### src/rtl/traffic_light_ctrl.sv
// Purpose : crosswalk signal sequencer (IDLE -> GREEN -> YELLOW -> ALL_RED1 -> PED_WALK -> PED_FLASH -> ALL_RED2 -> GREEN).
// Latency : all outputs are registered and change on the same edge as the state register.
// Backpr. : none; ped_req is latched and fix_coord_valid is only honoured while in IDLE.
//
// Ports:
//   clk, reset        clock and synchronous active-high reset
//   fix_coord_valid   1-cycle start pulse (used only in IDLE)
//   ped_req           pedestrian button, sampled every cycle
//   human_in_zone     pedestrian detected in the crosswalk (extends PED_FLASH)
//   tr_light          1 during the car phases (GREEN, YELLOW)
//   tr_light_tick     1-cycle pulse on entry to GREEN and to ALL_RED1
//   car_lamp          {R,Y,G}
//   ped_lamp          {walk,stop}
//   sec_remain        seconds left in the current state (0 in IDLE)
//   phase             state code for the overlay/debug
module traffic_light_ctrl #(
  parameter int TICK_DIV    = 100_000_000,
  parameter int GREEN_S     = 20,
  parameter int YELLOW_S    = 3,
  parameter int ALLRED_S    = 1,
  parameter int WALK_S      = 10,
  parameter int FLASH_S     = 5,
  parameter int MIN_GREEN_S = 5,
  parameter int EXT_S       = 5
) (
  input  logic       clk,
  input  logic       reset,
  input  logic       fix_coord_valid,
  input  logic       ped_req,
  input  logic       human_in_zone,
  output logic       tr_light,
  output logic       tr_light_tick,
  output logic [2:0] car_lamp,
  output logic [1:0] ped_lamp,
  output logic [6:0] sec_remain,
  output logic [2:0] phase
);

  localparam int PW = (TICK_DIV > 2) ? $clog2(TICK_DIV) : 1;
  localparam logic [PW-1:0] TICK_LAST = PW'(TICK_DIV - 1);

  // Green may be cut once elapsed = GREEN_S - sec_remain + 1 reaches MIN_GREEN_S,
  // rewritten as sec_remain + MIN_GREEN_S <= GREEN_S + 1 to stay unsigned.
  localparam logic [7:0] MIN_GREEN_8 = 8'(MIN_GREEN_S);
  localparam logic [7:0] GREEN_P1_8  = 8'(GREEN_S + 1);
  localparam logic [6:0] EXT_MAX     = 7'(EXT_S);

  typedef enum logic [2:0] {
    S_IDLE      = 3'd0,
    S_GREEN     = 3'd1,
    S_YELLOW    = 3'd2,
    S_ALL_RED1  = 3'd3,
    S_PED_WALK  = 3'd4,
    S_PED_FLASH = 3'd5,
    S_ALL_RED2  = 3'd6
  } state_t;

  state_t        state, state_nxt;
  logic [PW-1:0] presc, presc_nxt;
  logic [6:0]    sec_nxt;
  logic [6:0]    ext_cnt, ext_nxt;
  logic          req_latch, req_latch_nxt;
  logic          blink, blink_nxt;
  logic          entry;
  logic          sec_tick;
  logic          last_sec;
  logic          min_green_met;

  logic          tr_light_d;
  logic          tr_light_tick_d;
  logic [2:0]    car_lamp_d;
  logic [1:0]    ped_lamp_d;

  function automatic logic [6:0] load_secs(input state_t s);
    case (s)
      S_GREEN:     load_secs = 7'(GREEN_S);
      S_YELLOW:    load_secs = 7'(YELLOW_S);
      S_ALL_RED1:  load_secs = 7'(ALLRED_S);
      S_PED_WALK:  load_secs = 7'(WALK_S);
      S_PED_FLASH: load_secs = 7'(FLASH_S);
      S_ALL_RED2:  load_secs = 7'(ALLRED_S);
      default:     load_secs = 7'd0;
    endcase
  endfunction

  assign sec_tick      = (state != S_IDLE) && (presc == TICK_LAST);
  assign last_sec      = (sec_remain == 7'd1);
  assign min_green_met = ({1'b0, sec_remain} + MIN_GREEN_8) <= GREEN_P1_8;
  assign phase         = state;

  // State and datapath registers
  always_ff @(posedge clk) begin
    if (reset) begin
      state         <= S_IDLE;
      presc         <= '0;
      sec_remain    <= 7'd0;
      ext_cnt       <= 7'd0;
      req_latch     <= 1'b0;
      blink         <= 1'b0;
      tr_light      <= 1'b0;
      tr_light_tick <= 1'b0;
      car_lamp      <= 3'b100;
      ped_lamp      <= 2'b01;
    end else begin
      state         <= state_nxt;
      presc         <= presc_nxt;
      sec_remain    <= sec_nxt;
      ext_cnt       <= ext_nxt;
      req_latch     <= req_latch_nxt;
      blink         <= blink_nxt;
      tr_light      <= tr_light_d;
      tr_light_tick <= tr_light_tick_d;
      car_lamp      <= car_lamp_d;
      ped_lamp      <= ped_lamp_d;
    end
  end

  // Next-state and datapath logic
  always_comb begin
    state_nxt = state;
    sec_nxt   = sec_remain;
    ext_nxt   = ext_cnt;
    blink_nxt = blink;

    case (state)
      S_IDLE: begin
        if (fix_coord_valid) state_nxt = S_GREEN;
      end
      S_GREEN: begin
        if (sec_tick) begin
          if (last_sec || (req_latch && min_green_met)) state_nxt = S_YELLOW;
          else                                          sec_nxt   = sec_remain - 7'd1;
        end
      end
      S_YELLOW: begin
        if (sec_tick) begin
          if (last_sec) state_nxt = S_ALL_RED1;
          else          sec_nxt   = sec_remain - 7'd1;
        end
      end
      S_ALL_RED1: begin
        if (sec_tick) begin
          if (last_sec) state_nxt = S_PED_WALK;
          else          sec_nxt   = sec_remain - 7'd1;
        end
      end
      S_PED_WALK: begin
        if (sec_tick) begin
          if (last_sec) state_nxt = S_PED_FLASH;
          else          sec_nxt   = sec_remain - 7'd1;
        end
      end
      S_PED_FLASH: begin
        if (sec_tick) begin
          blink_nxt = ~blink;
          if (last_sec) begin
            // Someone still crossing: hold at 1 s for another tick, bounded by EXT_S.
            if (human_in_zone && (ext_cnt < EXT_MAX)) ext_nxt   = ext_cnt + 7'd1;
            else                                      state_nxt = S_ALL_RED2;
          end else begin
            sec_nxt = sec_remain - 7'd1;
          end
        end
      end
      S_ALL_RED2: begin
        if (sec_tick) begin
          if (last_sec) state_nxt = S_GREEN;
          else          sec_nxt   = sec_remain - 7'd1;
        end
      end
      default: state_nxt = S_IDLE;
    endcase

    entry = (state_nxt != state);
    if (entry) begin
      sec_nxt   = load_secs(state_nxt);
      ext_nxt   = 7'd0;
      blink_nxt = 1'b1;
    end

    if (entry || (state == S_IDLE) || sec_tick) presc_nxt = '0;
    else                                        presc_nxt = presc + PW'(1);

    // Entering the walk phase serves the request, so the clear wins over a same-cycle set.
    req_latch_nxt = req_latch;
    if (entry && (state_nxt == S_PED_WALK))
      req_latch_nxt = 1'b0;
    else if (ped_req && ((state == S_GREEN) || (state == S_YELLOW) ||
                         (state == S_ALL_RED1) || (state == S_ALL_RED2)))
      req_latch_nxt = 1'b1;
  end

  // Output decode from the upcoming state so lamps switch on the same edge as state.
  always_comb begin
    tr_light_d      = (state_nxt == S_GREEN) || (state_nxt == S_YELLOW);
    tr_light_tick_d = entry && ((state_nxt == S_GREEN) || (state_nxt == S_ALL_RED1));
    case (state_nxt)
      S_GREEN:  car_lamp_d = 3'b001;
      S_YELLOW: car_lamp_d = 3'b010;
      default:  car_lamp_d = 3'b100;
    endcase
    case (state_nxt)
      S_PED_WALK:  ped_lamp_d = 2'b10;
      S_PED_FLASH: ped_lamp_d = {blink_nxt, 1'b0};
      default:     ped_lamp_d = 2'b01;
    endcase
  end

endmodule

### config.mk
export PLATFORM = sky130hd
export DESIGN_NAME = traffic_light_ctrl
export DESIGN_NICKNAME = d
export VERILOG_FILES = /design/src/rtl/traffic_light_ctrl.sv
export SDC_FILE = /design/constraint.sdc
export NUM_CORES = 1
export LEC_CHECK = 0
export CAP_MARGIN = 20
export CELL_PAD_IN_SITES_DETAIL_PLACEMENT = 0
export CELL_PAD_IN_SITES_GLOBAL_PLACEMENT = 1
export CORE_ASPECT_RATIO = 1.5
export CORE_UTILIZATION = 39
export CTS_CLUSTER_DIAMETER = 60
export DETAILED_ROUTE_END_ITERATION = 7
export PLACE_DENSITY = 0.71
export SYNTH_ARGS = -nofsm -noshare
export SYNTH_HDL_FRONTEND = slang
export SYNTH_SLANG_ARGS = --single-unit
### constraint.sdc
create_clock -name clk -period 2.7 [get_ports clk]
set_input_delay 0.27 -clock clk [delete_from_list [all_inputs] [get_ports clk]]
set_output_delay 0.27 -clock clk [all_outputs]
set_load 0.01 [all_outputs]
# Yosys cells after proc, flatten, opt, wreduce, memory -nomap -nowiden
# Cells that the tools add are included.
[word_totals]
reg_bits = 53
latchBits = 0
mem_bits_rw = 0
rom_bits = 0
inputBits = 5
output_inout_bits = 17
n_memories = 0
[op_classes]
n_addsub = 4
multipliers = 0
div_mod_pow = 0
magnitude_cmp = 2
eq_ne = 19
n_shift = 0
muxes = 27
n_bitwise = 1
n_reduce_logical = 24
[ops]
columns = ["op", "count"]
rows = [
  ["2-to-1 mux 3 bit", 14],
  ["2-to-1 mux 7 bit", 5],
  ["adder 27 x 1 -> 27 bit (second input constant)", 1],
  ["equality test 27 bit (second input constant)", 1],
  ["one-hot mux 5 bit (5 select lines)", 1],
  ["one-hot mux 3 bit (7 select lines)", 1],
  ["equality test 3 bit (second input constant)", 6],
  ["one-hot mux 7 bit (2 select lines)", 1],
  ["equality test 3 x 2 -> 1 bit (second input constant)", 4],
  ["!= test 3 bit (second input constant)", 3],
  ["adder 7 x 3 -> 8 bit (second input constant)", 1],
  ["less-or-equal comparator 8 x 5 -> 1 bit (second input constant)", 1],
  ["logical OR 1 bit", 8],
  ["OR reduction 2 bit", 4],
  ["adder 7 x 1 -> 7 bit (second input constant)", 1],
  ["equality test 7 x 1 -> 1 bit (second input constant)", 1],
  ["less-than comparator 7 x 3 -> 1 bit (second input constant)", 1],
  ["subtractor 7 x 1 -> 7 bit (second input constant)", 1],
  ["equality test 3 x 1 -> 1 bit (second input constant)", 2],
  ["logical AND 1 bit", 6],
  ["one-hot mux 3 bit (2 select lines)", 1],
  ["nonzero test 3 bit", 2],
  ["AND reduction 5 bit", 1],
  ["OR reduction 5 bit", 1],
  ["7 further kinds", 9],
]

# Longest topological paths before layout
[logic_depth]
depth_word = 11
ltp_mapped = 12
depth_no_buf = 9

# Least setup slack after synthesis
# OpenSTA, ideal clock, no wires.
[synth_timing]
path_type = "reg-to-reg"
from = "register sec_remain[0]"
to = "register car_lamp[2]"
setup_ps = 114
arrival_ps = 2753
t_required_ps = 2586
setup_slack_ps = -167
stages_incl_launch_ff = 10
n_path_buf = 1
period_less_slack_ps = 2867
cell_sequence = "dfxtp_1 ha_1 or4b_1 or2_1 buf_6 or4_4 o21ai_2 nand3_2 or2_1 a21o_1"
[synth_via]
elab_chain_len = 9
elab_cells_between_ends = 21
classes_between = "add/sub (1); order compare (1); eq/ne (3); mux (14); reduce/logical (2)"
[synth_rtl]
columns = ["item", "line", "source"]
rows = [
  ["start, declared", "35", "output logic [6:0] sec_remain,"],
  ["start signal, assigned", "107", "sec_remain <= sec_nxt;"],
  ["adder 7 x 3 -> 8 bit", "88", "assign min_green_met = ({1'b0, sec_remain} + MIN_GREEN_8) <= GREEN_P1_8;"],
  ["less-or-equal comparator 8 x 5 -> 1 bit", "88", ""],
  ["logical AND 1 bit", "131", "if (last_sec || (req_latch && min_green_met)) state_nxt = S_YELLOW;"],
  ["logical OR 1 bit", "131", ""],
  ["2-to-1 mux 3 bit", "131", ""],
  ["2-to-1 mux 3 bit", "130", "if (sec_tick) begin"],
  ["one-hot mux 3 bit (7 select lines) *", "125", "case (state)"],
  ["equality test 3 x 2 -> 1 bit / equality test 3 x 1 -> 1 bit (equally long branches)", "197", "case (state_nxt)"],
  ["one-hot mux 3 bit (2 select lines) *", "197", ""],
  ["end signal, assigned", "113", "car_lamp <= car_lamp_d;"],
  ["end, declared", "33", "output logic [2:0] car_lamp,"],
]
# Mark *: on every way between the ends. The rest lies on a longest branch, timed or not.
# A chain may end at the register's enable or synchronous reset.

# Worst setup path in the final report
[layout_timing]
from = "register sec_remain[1]"
to = "register sec_remain[4]"
[layout_via]
elab_chain_len = 11
elab_cells_between_ends = 40
classes_between = "add/sub (2); order compare (1); eq/ne (12); mux (20); reduce/logical (5)"
[layout_rtl]
columns = ["item", "line", "source"]
rows = [
  ["adder 7 x 3 -> 8 bit", "88", ""],
  ["less-or-equal comparator 8 x 5 -> 1 bit", "88", ""],
  ["logical AND 1 bit", "131", ""],
  ["logical OR 1 bit", "131", ""],
  ["2-to-1 mux 3 bit", "131", ""],
  ["2-to-1 mux 3 bit", "130", ""],
  ["one-hot mux 3 bit (7 select lines)", "125", ""],
  ["equality test 3 x 2 -> 1 bit / equality test 3 bit (equally long branches)", "75", "case (s)"],
  ["OR reduction 2 bit (no source line)", "--", ""],
  ["one-hot mux 5 bit (5 select lines)", "75", ""],
  ["2-to-1 mux 7 bit", "175", "if (entry) begin"],
]
# Several ways; a longest one is shown, not always the timed one. The select of a mux whose other input is x is not followed.

==> tab_implementation.tex <==
\begin{tabular}{lr}
\hline
Metric & Value \\
\hline
\multicolumn{2}{l}{\textbf{Clocking}} \\
Clock tree from TritonCTS & done \\
Clock tree root buffer cell & clkbuf\_8 \\
Level count of the clock H-tree & 2 \\
Register clock-pin slew on the reported worst setup and hold paths & 0.09 ns \\
Maximum root-to-sink buffer count & 2 \\
Inserted Clock Buffers & 5 \\
CTS sink count & 53 \\
Clock latency of the later-clocked register in the worst-skew pair & about 0.30 ns \\
Post-CTS Setup Bufs & 0 \\
Hold bufs inserted after CTS & 0 \\
\multicolumn{2}{l}{\textbf{Timing}} \\
Final worst hold slack & 0.447 ns \\
Slew Viols, Final & 0 \\
Setup repair after global routing missed its margin & yes \\
Final setup fails & 0 \\
Period utilization & 0.993 \\
Max-Slew Margin vs Limit & 0.583 \\
Clock Skews & 0.00375 ns \\
Post-layout min period & 2.68 ns \\
Highest attainable clock frequency & approximately 0.37 GHz \\
Total count of hold-check failures in the final report & 0 \\
Slew at the pin closest to its max-slew limit & 0.621 ns \\
Setup WS post-layout & between 0.015 and 0.02 ns \\
\multicolumn{2}{l}{\textbf{Place}} \\
Pre-CTS setup slack & -0.0512 ns \\
Post-detailed-placement half-perimeter wirelength & slightly below 5000 um \\
Count of buffers inserted at the top-level ports & 21 \\
Number of cells in the design after placement & 427 \\
Routability Congestion & 0.915 \\
\multicolumn{2}{l}{\textbf{Global routing}} \\
Number of antenna violations at the first check in global routing & 0 \\
Leftover overflow at the end of global routing & 0 \\
Maximum number of pins on one net before global-route repair & 28 \\
Total Routing Usage GR & 0.191 \\
Vias in the first global route & 2296 \\
Wire length of the first global-routing pass & between 10000 and 15000 um \\
\multicolumn{2}{l}{\textbf{Worst setup path}} \\
CP Capture Type & flop \\
CP startpoint kind & flop \\
Required time at the worst-slack endpoint & 2.91 ns \\
Data arrival time of the worst path & 2.89 ns \\
Critical path class & reg2reg \\
Critical-path maximum fanout & 5 \\
\multicolumn{2}{l}{\textbf{Min path}} \\
Classification of the worst-slack hold path & reg2reg \\
\multicolumn{2}{l}{\textbf{Synth}} \\
Top-area cell type share of the netlist area & 0.404 \\
Top cells by count, synth & nor2\_1, dfxtp\_1, nand2\_1 \\
Asr flop ratio synth & 0 \\
Distinct cell type count of the synthesized netlist & 63 \\
Number of synthesized flops with an enable pin & 0 \\
Sequential area share after synthesis & 0.404 \\
Area of the mapped netlist & $\sim$0.0026 mm\^{}2 \\
Leading post-synthesis cells by cell area & dfxtp\_1, nor2\_1, xor2\_1, xnor2\_1, nand2\_1 \\
Post-synthesis net count & 314 \\
Syn. warnings & 0 \\
Synthesized area per cell & 8.64 um\^{}2 \\
Count of state elements after synthesis & 53 \\
Cell with the most instances after synthesis & nor2\_1 \\
Predominant post-synthesis flop cell & dfxtp\_1 \\
Library cell with the largest summed area after synthesis & dfxtp\_1 \\
Post-Syn Instances & 304 \\
\multicolumn{2}{l}{\textbf{Routing}} \\
Mean routed wirelength per cell & 15.0 um \\
Remaining routing DRC violations & 0 \\
Iteration-0 DRC count of the detailed router & 114 \\
Antenna Violating Nets Remaining & 0 \\
Post-detailed-routing wire length & roughly 6500 um \\
Post-DR vias/cell & 5.39 \\
Via count & 2338 \\
Pre-Repair DR Iteration Count & 4 \\
\multicolumn{2}{l}{\textbf{Cells and area}} \\
Nets & 368 \\
Post-route non-filler standard cell count & 434 \\
N\_diodes & 0 \\
Filler instances & 658 \\
Synthesis-to-layout area growth & 27.3\% \\
Sequential cell area & 0.00107 mm\^{}2 \\
Util after Layout & 0.515 \\
Ratio of cells with drive above 1 in the final layout & 0.196 \\
Area of combinational cells with multiple inputs & 0.00154 mm\^{}2 \\
\multicolumn{2}{l}{\textbf{Die}} \\
Die ar. & 0.00707 mm\^{}2 \\
Die boundary height & 103 um \\
Die boundary width & slightly below 70 um \\
Starting density of the core & 0.405 \\
Boundary Pins & 22 \\
Core box area & 0.00649 mm\^{}2 \\
FP Rows & 36 \\
\multicolumn{2}{l}{\textbf{Flow run}} \\
Maximum capacitance violations & 0 \\
\multicolumn{2}{l}{\textbf{Pwr}} \\
Leak & 1.24 nW \\
Power per standard cell area & 467 mW/mm\^{}2 \\
Worst ir drop on vdd & 0.000388 V \\
\multicolumn{2}{l}{\textbf{Outcome}} \\
Status & finished clean \\
\hline
\end{tabular}
[power by group]
group | switching (W) | leakage (nW) | internal (W)
sequential | 0.0000173 | 0.431 | 0.000803
clock | 0.000249 | 0.0433 | 0.000203
combinational | 0.000155 | 0.770 | 0.000136
total | 0.000420 | 1.24 | 0.00114
[critical path, stage by stage (launching register included)]
cell and delay, ns:
dfxtp_2 0.35, inv_2 0.07, ha_1 0.12, or4b_4 0.45, or2_4 0.27, or4_4 0.48
mux2i_4 0.22, a2111o_2 0.18, buf_4 0.10, nand2_2 0.08, o32ai_2 0.27
[cell families after synthesis]
group | synth area share
simple gates | 0.296
flops | 0.404
compound gates | 0.121
xor+xnor | 0.103
buf+inv | 0.0386
fa+ha+maj | 0.0238
mux | 0.0124
[metrics by stage]
stage	area, um^2	power [W]	setup TNS [ns]
after floorplan	2630	0.000984	0
after global placement	3180	0.00111	-0.00808
after detailed placement	3180	0.00111	-0.0684
after CTS	3270	0.00157	0
after global routing	3340	0.00164	-0.108
final	3340	0.00156	0
[per-layer routing]
| metal | routed length (um) | part of all wire | global-route usage |
|---|---|---|---|
| met2 | 3360 | 0.52 | 0.360 |
| met1 | 2700 | 0.42 | 0.205 |
| met5 | 0 | 0 | 0 |
| met4 | 268 | 0.041 | 0.108 |
| met3 | 179 | 0.028 | 0.0274 |
[path summary, 6_finish.rpt]
check	startpoint	endpoint	slack, ns	cells after the start
setup reg to reg	sec_remain[1]$_SDFFE_PP0P_	sec_remain[4]$_SDFFE_PP0P_	0.02	10
hold / removal	presc[0]$_SDFF_PP0_	presc[0]$_SDFF_PP0_	0.45	1
hold reg to reg	presc[0]$_SDFF_PP0_	presc[0]$_SDFF_PP0_	0.45	1
setup / recovery	sec_remain[1]$_SDFFE_PP0P_	sec_remain[4]$_SDFFE_PP0P_	0.02	10
[state kept, by name (all words and copies together) (netlist names)]
| register | cells |
|---|---|
| blink | 1 |
| tr_light_tick | 1 |
| presc | 27 |
| phase | 3 |
| ext_cnt | 7 |
| ped_lamp | 2 |
| car_lamp | 3 |
| tr_light | 1 |
| sec_remain | 7 |
| req_latch | 1 |
[cell type report]
cell class / count / area share
clock buffers: 6 / 0.0247
clock inverters: 1 / 0.00225
inverters: 13 / 0.0146
multi-input cells: 228 / 0.460
flip-flops and latches: 53 / 0.319
well taps: 76 / 0.0285
repair buffers: 57 / 0.151
[cell usage in the layout (no fill, tap or decap), types with 4 or more instances in the layout]
cell | synthesis | routed
nor2_1 | 55 | 54
dfxtp_1 | 53 | 51
buf_4 | 1 | 34
clkdlybuf4s50_1 | 0 | 21
nand2_1 | 19 | 19
xor2_1 | 18 | 18
xnor2_1 | 13 | 13
inv_1 | 13 | 12
nand3_1 | 12 | 12
nand4_1 | 11 | 11
nor3_1 | 10 | 10
a21oi_1 | 8 | 6
clkbuf_8 | 0 | 6
and2_1 | 5 | 5
ha_1 | 5 | 5
nor4_1 | 4 | 4
o21ai_0 | 5 | 4
nand2b_1 | 4 | 4
[timing repair]
| action | in CTS | in global routing |
|---|---|---|
| pin swaps | 0 | 0 |
| setup endpoints to repair | 3 | 40 |
| gates resized for setup | 1 | 13 |
No activity file was read; power rests on OpenSTA's default activity.
